--- config.mk ---
export PLATFORM = sky130hd
export DESIGN_NAME = tick_receiver
export DESIGN_NICKNAME = d
export VERILOG_FILES = /design/src/rtl/tick_receiver_pkg.sv /design/src/rtl/tick_receiver_ch.sv /design/src/rtl/tick_receiver.sv
export SDC_FILE = /design/constraint.sdc
export NUM_CORES = 1
export LEC_CHECK = 0
export CAP_MARGIN = 20
export CORE_UTILIZATION = 40
export CTS_CLUSTER_SIZE = 8
export DETAILED_ROUTE_END_ITERATION = 8
export HOLD_SLACK_MARGIN = 0.06
export PLACE_DENSITY = 0.65
export SYNTH_ARGS = -nofsm -noshare
export SYNTH_HDL_FRONTEND = slang
export SYNTH_SLANG_ARGS = --single-unit
--- constraint.sdc ---
create_clock -name clk -period 3.13 [get_ports clk]
set_input_delay 0.313 -clock clk [delete_from_list [all_inputs] [get_ports clk]]
set_output_delay 0.313 -clock clk [all_outputs]
set_load 0.05 [all_outputs]
--- src/rtl/tick_receiver_pkg.sv ---
// Shared defaults and types for the divided-clock tick receiver.
// Channel indices match the divider's fan-out order.
package tick_receiver_pkg;

  localparam int N_CH_DEF    = 6;
  localparam int CNT_W_DEF   = 28;
  localparam int TIMEOUT_DEF = 268435455;

  typedef enum int {
    CH_LED   = 0,
    CH_SNAKE = 1,
    CH_SEG   = 2,
    CH_CNT   = 3,
    CH_I     = 4,
    CH_F     = 5
  } ch_idx_e;

  typedef logic [1:0] settle_t;

  localparam settle_t SETTLE_DONE = 2'd3;

  typedef struct packed {
    logic s1;
    logic s2;
    logic s3;
  } sync_t;

endpackage

--- src/rtl/tick_receiver_ch.sv ---
// One rate channel: synchroniser, rise detect, period counter,
// armed/valid tracking and stall timeout.
module tick_rx_ch
  import tick_receiver_pkg::*;
#(
  parameter int CNT_W   = CNT_W_DEF,
  parameter int TIMEOUT = TIMEOUT_DEF
) (
  input  logic             clk,
  input  logic             reset,
  input  logic             settled,
  input  logic             ch_in,
  output logic             tick,
  output logic [CNT_W-1:0] period,
  output logic             per_vld,
  output logic             stall
);

  localparam logic [CNT_W-1:0] CNT_MAX = '1;
  localparam logic [CNT_W-1:0] TO_M1   = CNT_W'(TIMEOUT - 1);

  sync_t            sync_q, sync_d;
  logic [CNT_W-1:0] cnt_q, cnt_d;
  logic [CNT_W-1:0] period_q, period_d;
  logic [CNT_W-1:0] cnt_inc;
  logic             armed_q, armed_d;
  logic             tick_q, tick_d;
  logic             vld_q, vld_d;
  logic             stall_q, stall_d;
  logic             rise;

  always_comb begin
    sync_d   = '{s1: ch_in, s2: sync_q.s1, s3: sync_q.s2};
    rise     = sync_q.s2 & ~sync_q.s3 & settled;
    cnt_inc  = (cnt_q == CNT_MAX) ? CNT_MAX
                                  : cnt_q + CNT_W'(1);
    cnt_d    = cnt_inc;
    period_d = period_q;
    armed_d  = armed_q;
    vld_d    = vld_q;
    stall_d  = stall_q;
    tick_d   = rise;
    if (rise) begin
      cnt_d   = '0;
      armed_d = 1'b1;
      stall_d = 1'b0;
      // First rise only arms; a period needs two edges.
      if (armed_q) begin
        period_d = cnt_inc;
        vld_d    = 1'b1;
      end
    end else if (cnt_q == TO_M1) begin
      stall_d = 1'b1;
    end
  end

  always_ff @(posedge clk) begin
    if (reset) begin
      sync_q   <= '0;
      cnt_q    <= '0;
      period_q <= '0;
      armed_q  <= 1'b0;
      tick_q   <= 1'b0;
      vld_q    <= 1'b0;
      stall_q  <= 1'b0;
    end else begin
      sync_q   <= sync_d;
      cnt_q    <= cnt_d;
      period_q <= period_d;
      armed_q  <= armed_d;
      tick_q   <= tick_d;
      vld_q    <= vld_d;
      stall_q  <= stall_d;
    end
  end

  assign tick    = tick_q;
  assign period  = period_q;
  assign per_vld = vld_q;
  assign stall   = stall_q;

endmodule

--- src/rtl/tick_receiver.sv ---
// Receives N slow rate signals into clk and emits one-cycle ticks,
// period measurements and stall flags per channel.
module tick_receiver
  import tick_receiver_pkg::*;
#(
  parameter int N_CH    = N_CH_DEF,
  parameter int CNT_W   = CNT_W_DEF,
  parameter int TIMEOUT = TIMEOUT_DEF
) (
  input  logic                  clk,
  input  logic                  reset,
  input  logic [N_CH-1:0]       ch_in,
  output logic [N_CH-1:0]       tick,
  output logic [N_CH*CNT_W-1:0] period,
  output logic [N_CH-1:0]       per_vld,
  output logic [N_CH-1:0]       stall
);

  settle_t settle_q, settle_d;
  logic    settled;

  // Masks edges that are only sync-chain fill after reset release.
  always_comb begin
    settled  = (settle_q == SETTLE_DONE);
    settle_d = settled ? settle_q
                       : settle_t'(settle_q + 2'd1);
  end

  always_ff @(posedge clk) begin
    if (reset) settle_q <= '0;
    else       settle_q <= settle_d;
  end

  for (genvar gi = 0; gi < N_CH; gi++) begin : g_ch
    tick_rx_ch #(
      .CNT_W   (CNT_W),
      .TIMEOUT (TIMEOUT)
    ) u_ch (
      .clk     (clk),
      .reset   (reset),
      .settled (settled),
      .ch_in   (ch_in[gi]),
      .tick    (tick[gi]),
      .period  (period[gi*CNT_W +: CNT_W]),
      .per_vld (per_vld[gi]),
      .stall   (stall[gi])
    );
  end

endmodule
==> results of run 1 <==
-- metrics by stage --
stage                     area [um2]  power, mW  hold WS, ps    util
after floorplan                15830      5.167        388.8       -
after global placement         18110      5.235        394.5  0.4666
after detailed placement       18110      5.242        401.5  0.4666
after CTS                      19460      10.20        192.0  0.5013
after global routing           19460      10.43        209.5  0.5013
final                          19470      10.06        195.7  0.5014
-- layer usage --
metal / GRT usage / vias up / routed length [um]
li1: - / 6718 / -
met1: 0.2548 / 6333 / 18750
met2: 0.3167 / 368 / 18050
met3: 0.04058 / 71 / 2229
met4: 0.07715 / 0 / 999
met5: 0 / - / 0
-- layout make-up --
cell class,instances,share of cell area
Sequential cell,380,0.3908
Antenna cell,2,0.0002571
Inverter,25,0.004820
Clock buffer,56,0.06922
Multi-Input combinational cell,1276,0.3879
Tap cell,518,0.03329
Timing Repair Buffer,227,0.1137
-- sequential cells by signal (all words and copies together), names as in the netlist --
| register | flops |
|---|---|
| g_ch.u_ch.armed_q | 6 |
| g_ch.u_ch.cnt_q | 168 |
| g_ch.u_ch.per_vld | 6 |
| g_ch.u_ch.period | 168 |
| g_ch.u_ch.stall | 6 |
| g_ch.u_ch.sync_d | 12 |
| g_ch.u_ch.sync_q | 6 |
| g_ch.u_ch.tick | 6 |
| settle_q | 2 |
-- cell families after synthesis --
group / Yosys count / share of synthesized area
fa+ha+maj: 13 / 0.01027
mux: 12 / 0.007586
simple gates: 853 / 0.2706
compound gates: 296 / 0.1320
xor+xnor: 102 / 0.05642
buf+inv: 154 / 0.04267
flops: 380 / 0.4804
-- worst paths after layout --
check / endpoint / cells past startpoint / slack [ps]
min reg2reg: g_ch[2].u_ch.tick / 1 / 410
max: g_ch[4].u_ch.period[24] / 5 / 520
min: g_ch[1].u_ch.armed_q / 2 / 200
max reg2reg: g_ch[4].u_ch.period[24] / 5 / 520
-- power groups by stage --
stage               clock (mW)  sequential (mW)  combinational [mW]
CTS                       5.05             4.92               0.221
floorplan                    0             5.01               0.156
global route              5.27             4.93               0.240
global placement             0             5.02               0.216
finish                    4.92             4.93               0.218
detailed placement           0             5.02               0.220
-- worst register-to-register path: stages, from the launching register on --
cell	delay (ps)
sky130_fd_sc_hd__dfxtp_1	430
sky130_fd_sc_hd__nand4_2	160
sky130_fd_sc_hd__or4_1	760
sky130_fd_sc_hd__buf_4	290
sky130_fd_sc_hd__or4_1	520
sky130_fd_sc_hd__a221o_1	340
-- Yosys cell counts, types with 19 or more instances --
| library cell | count |
|---|---|
| sky130_fd_sc_hd__a211oi_1 | 101 |
| sky130_fd_sc_hd__a21oi_1 | 64 |
| sky130_fd_sc_hd__a311oi_1 | 20 |
| sky130_fd_sc_hd__and3_1 | 23 |
| sky130_fd_sc_hd__buf_4 | 19 |
| sky130_fd_sc_hd__clkbuf_1 | 90 |
| sky130_fd_sc_hd__dfxtp_1 | 380 |
| sky130_fd_sc_hd__inv_1 | 25 |
| sky130_fd_sc_hd__nand2_1 | 86 |
| sky130_fd_sc_hd__nand3_1 | 66 |
| sky130_fd_sc_hd__nand4_1 | 54 |
| sky130_fd_sc_hd__nor2_1 | 388 |
| sky130_fd_sc_hd__nor2b_1 | 19 |
| sky130_fd_sc_hd__nor3_1 | 60 |
| sky130_fd_sc_hd__nor4_1 | 28 |
| sky130_fd_sc_hd__xnor2_1 | 57 |
| sky130_fd_sc_hd__xor2_1 | 45 |
==> flow_metrics.py, run 1 <==
metrics = {
    "power_and_ir_drop": {
        "sw_frac_of_total": 0.2125,
        "power.combinational.fraction": 0.022,
        "share_seq_of_total_power": 0.490,
        "net-switching-power_mw": 2.139,
        "ir_worst_vdd_uv": 395.8,
        "p_leak_nw": 6.606,
        "clockPowerShare": 0.489,
        "cellPowerDensity_nw_per_um2": 517.0,
        "int_power_mw": 7.926,
    },
    "routing": {
        "drc": 0,
        "postRouteWirelength_um": 40020,
        "detail_route.vias_per_cell": 5.431,
        "residual_antenna_violating_net_count_after_detailed_routing": 0,
        "wire_per_inst_um": 16.11,
        "num_vias": 13490,
        "detailedRoute.firstPassIterationCount": 7,
        "initialDrtViolationCount": 596,
    },
    "die": {
        "vertical_die_dimension_um": 201.0,
        "top_level_ports": 194,
        "rows": 72,
        "core_region_area_um2": 38830,
        "design.die.area_um2": 40380,
        "die-width_um": 201.0,
        "starting_density": 0.4078,
    },
    "setup_path": {
        "cp_max_fo": 11,
        "endpoint_kind_of_the_worst_setup_timing_path": "flip-flop",
        "setup.worst_path.start_class": "flip-flop",
        "timing.critical_path.slowest_stage_cell": "sky130_fd_sc_hd__or4_1",
        "path_class": "flip-flop to flip-flop",
        "worstPathBufferInverterCount": 1,
        "worst_ep_required_time_ps": 3580,
        "critical_path.most_common_cell": "sky130_fd_sc_hd__or4_1",
        "biggest_cell_delay_along_the_critical_path_ps": 760,
        "cp.arrival_ps": 3060,
        "worstReg2RegStart": "g_ch[4].u_ch.cnt_q[8]",
        "worst_path_dominant_cell_family": "simple AND/OR/NAND/NOR gates",
        "worstSetupStartpoint": "g_ch[4].u_ch.cnt_q[8]",
        "cell_by_cell_listing_of_the_critical_path": "nand4_2, or4_1, buf_4, or4_1, a221o_1",
    },
    "min_path": {
        "min_path_type": "input port to flip-flop",
        "timing.hold.worst.start": "reset",
    },
    "cts": {
        "post-cts-setup-buffer-count": 0,
        "htreeDepth": 2,
        "numCtsBuffers": 53,
        "clkSinkCount": 380,
        "clk_transition_reported_paths_ps": 50,
        "tritoncts": "built",
        "clk_latency_worst_skew_pair_ps": 570,
        "cts_resized": 0,
        "clock_tree.root_cell": "sky130_fd_sc_hd__clkbuf_16",
        "cts-root-to-sink-buffers": 3,
        "ctsHoldBuffers": 0,
    },
    "sta": {
        "post-route-worst-setup-slack_ps": 516.6,
        "slew_headroom": 0.4085,
        "max_slew_violations": 0,
        "timing.final.hold_violations": 0,
        "timing.final.crit_share": 0.8349,
        "fmax_mhz": 382.6,
        "timing.setup.tns_ps": 0,
        "clock-skew-final_ps": 8.792,
        "finalCriticalPeriod_ps": 2613,
        "report.final.setup_viol": 0,
        "grt_setup_unrepaired": "no",
        "timing_worst_slew_pin_value_ps": 879.2,
    },
    "place": {
        "placed_cells": 2426,
        "detailedPlace.worstSlack_ps": 531.7,
        "routabilityCongestion": 0.8868,
        "place_hpwl_um": 27580,
        "port_buffers": 193,
    },
    "global_route": {
        "global_route.overflow_total": 0,
        "first_global_vias": 13080,
        "grt_usage": 0.1958,
        "antenna_violations_before_repair": 2,
        "pin_count_of_the_biggest_net_entering_global_routing": 77,
        "grt_pass1_wl_um": 65870,
    },
    "flow_run": {
        "max_cap_viol_count": 0,
    },
    "yosys": {
        "synth_cell_type_count": 67,
        "synth_top_area_cell": "sky130_fd_sc_hd__dfxtp_1",
        "ys.flop_type": "sky130_fd_sc_hd__dfxtp_1",
        "asyncSetResetFlopFracSynth": 0,
        "synth_edf_count": 0,
        "synth-seq-area-share": 0.4804,
        "yosysTopAreaCellShare": 0.4804,
        "yosys_warnings": 0,
        "synthesis.nets": 1831,
        "syn-instance-count": 1810,
        "synth.area.top_cells": "sky130_fd_sc_hd__dfxtp_1 (48%), sky130_fd_sc_hd__nor2_1 (9.2%), sky130_fd_sc_hd__a211oi_1 (4.8%), sky130_fd_sc_hd__xnor2_1 (3.2%), sky130_fd_sc_hd__xor2_1 (2.5%)",
        "synthesis.area_per_instance_um2": 8.748,
        "synth-seq-cells": 380,
        "synthesis.area_um2": 15830,
    },
    "layout": {
        "layout.cells.most_common": "sky130_fd_sc_hd__nor2_1",
        "layout.nets": 1984,
        "syn2layout_area_growth_pct": 22.95,
        "fillers": 3623,
        "multiInputGateArea_um2": 7552,
        "stdcell_count": 2484,
        "final_layout_size_suffix_gt1_frac": 0.06568,
        "most-common-layout-cells": "sky130_fd_sc_hd__nor2_1 (388), sky130_fd_sc_hd__dfxtp_1 (380), sky130_fd_sc_hd__clkdlybuf4s50_1 (192), sky130_fd_sc_hd__a211oi_1 (101), sky130_fd_sc_hd__nand2_1 (86)",
        "layout.area.seq_um2": 7607,
    },
    "run_status": {
        "outcome": "finished clean",
    },
}
(Power assumes the default switching activity.)
==> run 2: changes to the inputs <==
- PLACE_DENSITY: 0.65 -> 0.67
- clock period: 3.13 -> 2.4 ns (I/O delays scaled with it)
==> flow_metrics.py, run 2 (synthesis gave the netlist of run 1 again) <==
metrics = {
    "setup_path": {
        "cp.arrival_ps": 2810,
        "worst_path_dominant_cell_family": "simple AND/OR/NAND/NOR gates",
        "cp_max_fo": 10,
        "rrSetupSlack_ps": 90,
        "worst_ep_required_time_ps": 2900,
        "rr_endpoint": "g_ch[3].u_ch.period[1]",
        "timing.reg2reg.worst_path_depth": 4,
        "worstSetupStartpoint": "g_ch[3].u_ch.cnt_q[4]",
        "cell_by_cell_listing_of_the_critical_path": "nand4_2, or4_4, or4_1, a311oi_2",
        "setup.worst_path.start_class": "flip-flop",
        "timing.critical_path.depth": 4,
        "worstPathBufferInverterCount": 0,
        "worstSetupEndpoint": "g_ch[3].u_ch.period[1]",
        "timing.critical_path.slowest_stage_cell": "sky130_fd_sc_hd__or4_1",
        "endpoint_kind_of_the_worst_setup_timing_path": "flip-flop",
        "path_class": "flip-flop to flip-flop",
        "biggest_cell_delay_along_the_critical_path_ps": 740,
        "worstReg2RegStart": "g_ch[3].u_ch.cnt_q[4]",
    },
    "die": {
        "rows": 72,
        "top_level_ports": 194,
        "core_region_area_um2": 38830,
        "die-width_um": 201.0,
        "vertical_die_dimension_um": 201.0,
        "design.die.area_um2": 40380,
        "starting_density": 0.4078,
    },
    "global_route": {
        "antenna_violations_before_repair": 1,
        "global_route.overflow_total": 0,
        "first_global_vias": 12890,
        "grt_usage": 0.1961,
        "grt_pass1_wl_um": 66120,
        "pin_count_of_the_biggest_net_entering_global_routing": 56,
    },
    "power_and_ir_drop": {
        "clockPowerShare": 0.493,
        "ir_worst_vdd_uv": 522.7,
        "p_leak_nw": 6.834,
        "power.total_mw": 13.25,
        "power.combinational.fraction": 0.023,
        "sw_frac_of_total": 0.2164,
        "cellPowerDensity_nw_per_um2": 666.6,
        "share_seq_of_total_power": 0.484,
        "net-switching-power_mw": 2.867,
        "int_power_mw": 10.38,
    },
    "place": {
        "place_hpwl_um": 27710,
        "placement.cell_area_um2": 18450,
        "detailedPlace.worstSlack_ps": 107.5,
        "port_buffers": 193,
        "routabilityCongestion": 0.8799,
    },
    "sta": {
        "finalCriticalPeriod_ps": 2311,
        "timing.final.crit_share": 0.9631,
        "timing.setup.tns_ps": 0,
        "slew_headroom": 0.5687,
        "fmax_mhz": 432.7,
        "report.final.setup_viol": 0,
        "timing.final.hold_violations": 0,
        "max_slew_violations": 0,
        "timing_worst_slew_pin_value_ps": 645.0,
        "clock-skew-final_ps": 18.82,
        "grt_setup_unrepaired": "no",
        "post-route-worst-setup-slack_ps": 88.68,
    },
    "cts": {
        "clkSinkCount": 380,
        "htreeDepth": 2,
        "tritoncts": "built",
        "clk_latency_worst_skew_pair_ps": 590,
        "numCtsBuffers": 53,
        "clk_transition_reported_paths_ps": 50,
        "cts-root-to-sink-buffers": 3,
        "clock_tree.root_cell": "sky130_fd_sc_hd__clkbuf_16",
    },
    "run_status": {
        "outcome": "finished clean",
    },
    "layout": {
        "syn2layout_area_growth_pct": 25.52,
        "most-common-layout-cells": "sky130_fd_sc_hd__nor2_1 (387), sky130_fd_sc_hd__dfxtp_1 (380), sky130_fd_sc_hd__clkdlybuf4s50_1 (192), sky130_fd_sc_hd__a211oi_1 (101), sky130_fd_sc_hd__nand2_1 (86)",
        "final_layout_size_suffix_gt1_frac": 0.08483,
        "final_standard_cell_area_without_fillers_um2": 19880,
        "layout.nets": 2021,
        "fillers": 3576,
        "layout.cells.most_common": "sky130_fd_sc_hd__nor2_1",
    },
    "routing": {
        "wire_per_inst_um": 15.97,
        "postRouteWirelength_um": 40290,
        "residual_antenna_violating_net_count_after_detailed_routing": 0,
        "detailedRoute.firstPassIterationCount": 6,
        "num_vias": 13560,
        "drc": 0,
        "detail_route.vias_per_cell": 5.374,
        "initialDrtViolationCount": 766,
    },
    "min_path": {
        "min_path_type": "input port to flip-flop",
    },
    "flow_run": {
        "max_cap_viol_count": 0,
    },
}
run 2: worst min path at each step:
| stage | from | end | slack [ps] | cells past startpoint |
|---|---|---|---|---|
| after floorplan | ch_in[0] | g_ch[0].u_ch.sync_d[1] | 370 | 1 |
| after global placement | g_ch[1].u_ch.sync_q[0] | g_ch[1].u_ch.tick | 400 | 1 |
| after detailed placement | g_ch[0].u_ch.sync_q[0] | g_ch[0].u_ch.tick | 400 | 1 |
| after CTS | ch_in[4] | g_ch[4].u_ch.sync_d[1] | 200 | 2 |
| after global routing | ch_in[4] | g_ch[4].u_ch.sync_d[1] | 230 | 2 |
| final | ch_in[2] | g_ch[2].u_ch.sync_d[1] | 240 | 2 |
run 2: repair_timing:
item / in CTS / in global routing
resized for setup: 0 / 5
setup buffers: 0 / 1
endpoints found under the hold margin: 4 / 0
hold buffers: 1 / 0
setup endpoints to repair: 0 / 14
run 2: power by group through the flow:
stage               Combinational [mW]  Sequential (mW)  Clock [mW]
finish                           0.305             6.42        6.53
global route                     0.337             6.42        6.97
CTS                              0.308             6.41        6.73
floorplan                        0.204             6.54           0
global placement                 0.302             6.54           0
detailed placement               0.305             6.54           0
run 2: per-layer routing:
| metal | vias to the layer above | share of wire | track usage |
|---|---|---|---|
| met4 | 0 | 0.024 | 0.07143 |
| met1 | 6369 | 0.47 | 0.2633 |
| met3 | 69 | 0.050 | 0.03506 |
| li1 | 6785 | - | - |
| met2 | 336 | 0.46 | 0.3141 |
| met5 | - | 0 | 0 |
run 2: through the flow:
| stage | utilization | instances | hold WS, ps |
|---|---|---|---|
| after floorplan | - | 1810 | 368.2 |
| after detailed placement | 0.4753 | 2461 | 402.8 |
| after global routing | 0.5119 | 2523 | 227.8 |
| after CTS | 0.5112 | 2521 | 202.7 |
| after global placement | 0.4753 | 2461 | 399.2 |
| final | 0.5119 | 2523 | 239.1 |
run 2: area by class of cell:
cell class | count | area (um2) | share of cell area
clock buffer | 56 | 1348 | 0.06780
sequential | 380 | 7607 | 0.3828
antenna | 1 | 2.502 | 0.0001259
clock inverter | 3 | 37.54 | 0.001889
timing repair buffer | 264 | 2572 | 0.1294
inverter | 25 | 93.84 | 0.004721
multi-input combinational | 1276 | 7566 | 0.3807
tap | 518 | 648.1 | 0.03261
==> run 3: changes to the inputs <==
- CAP_MARGIN: 20 -> default
==> results of run 3 <==
The final DEF is identical to that of run 2; final timing and power are the same.
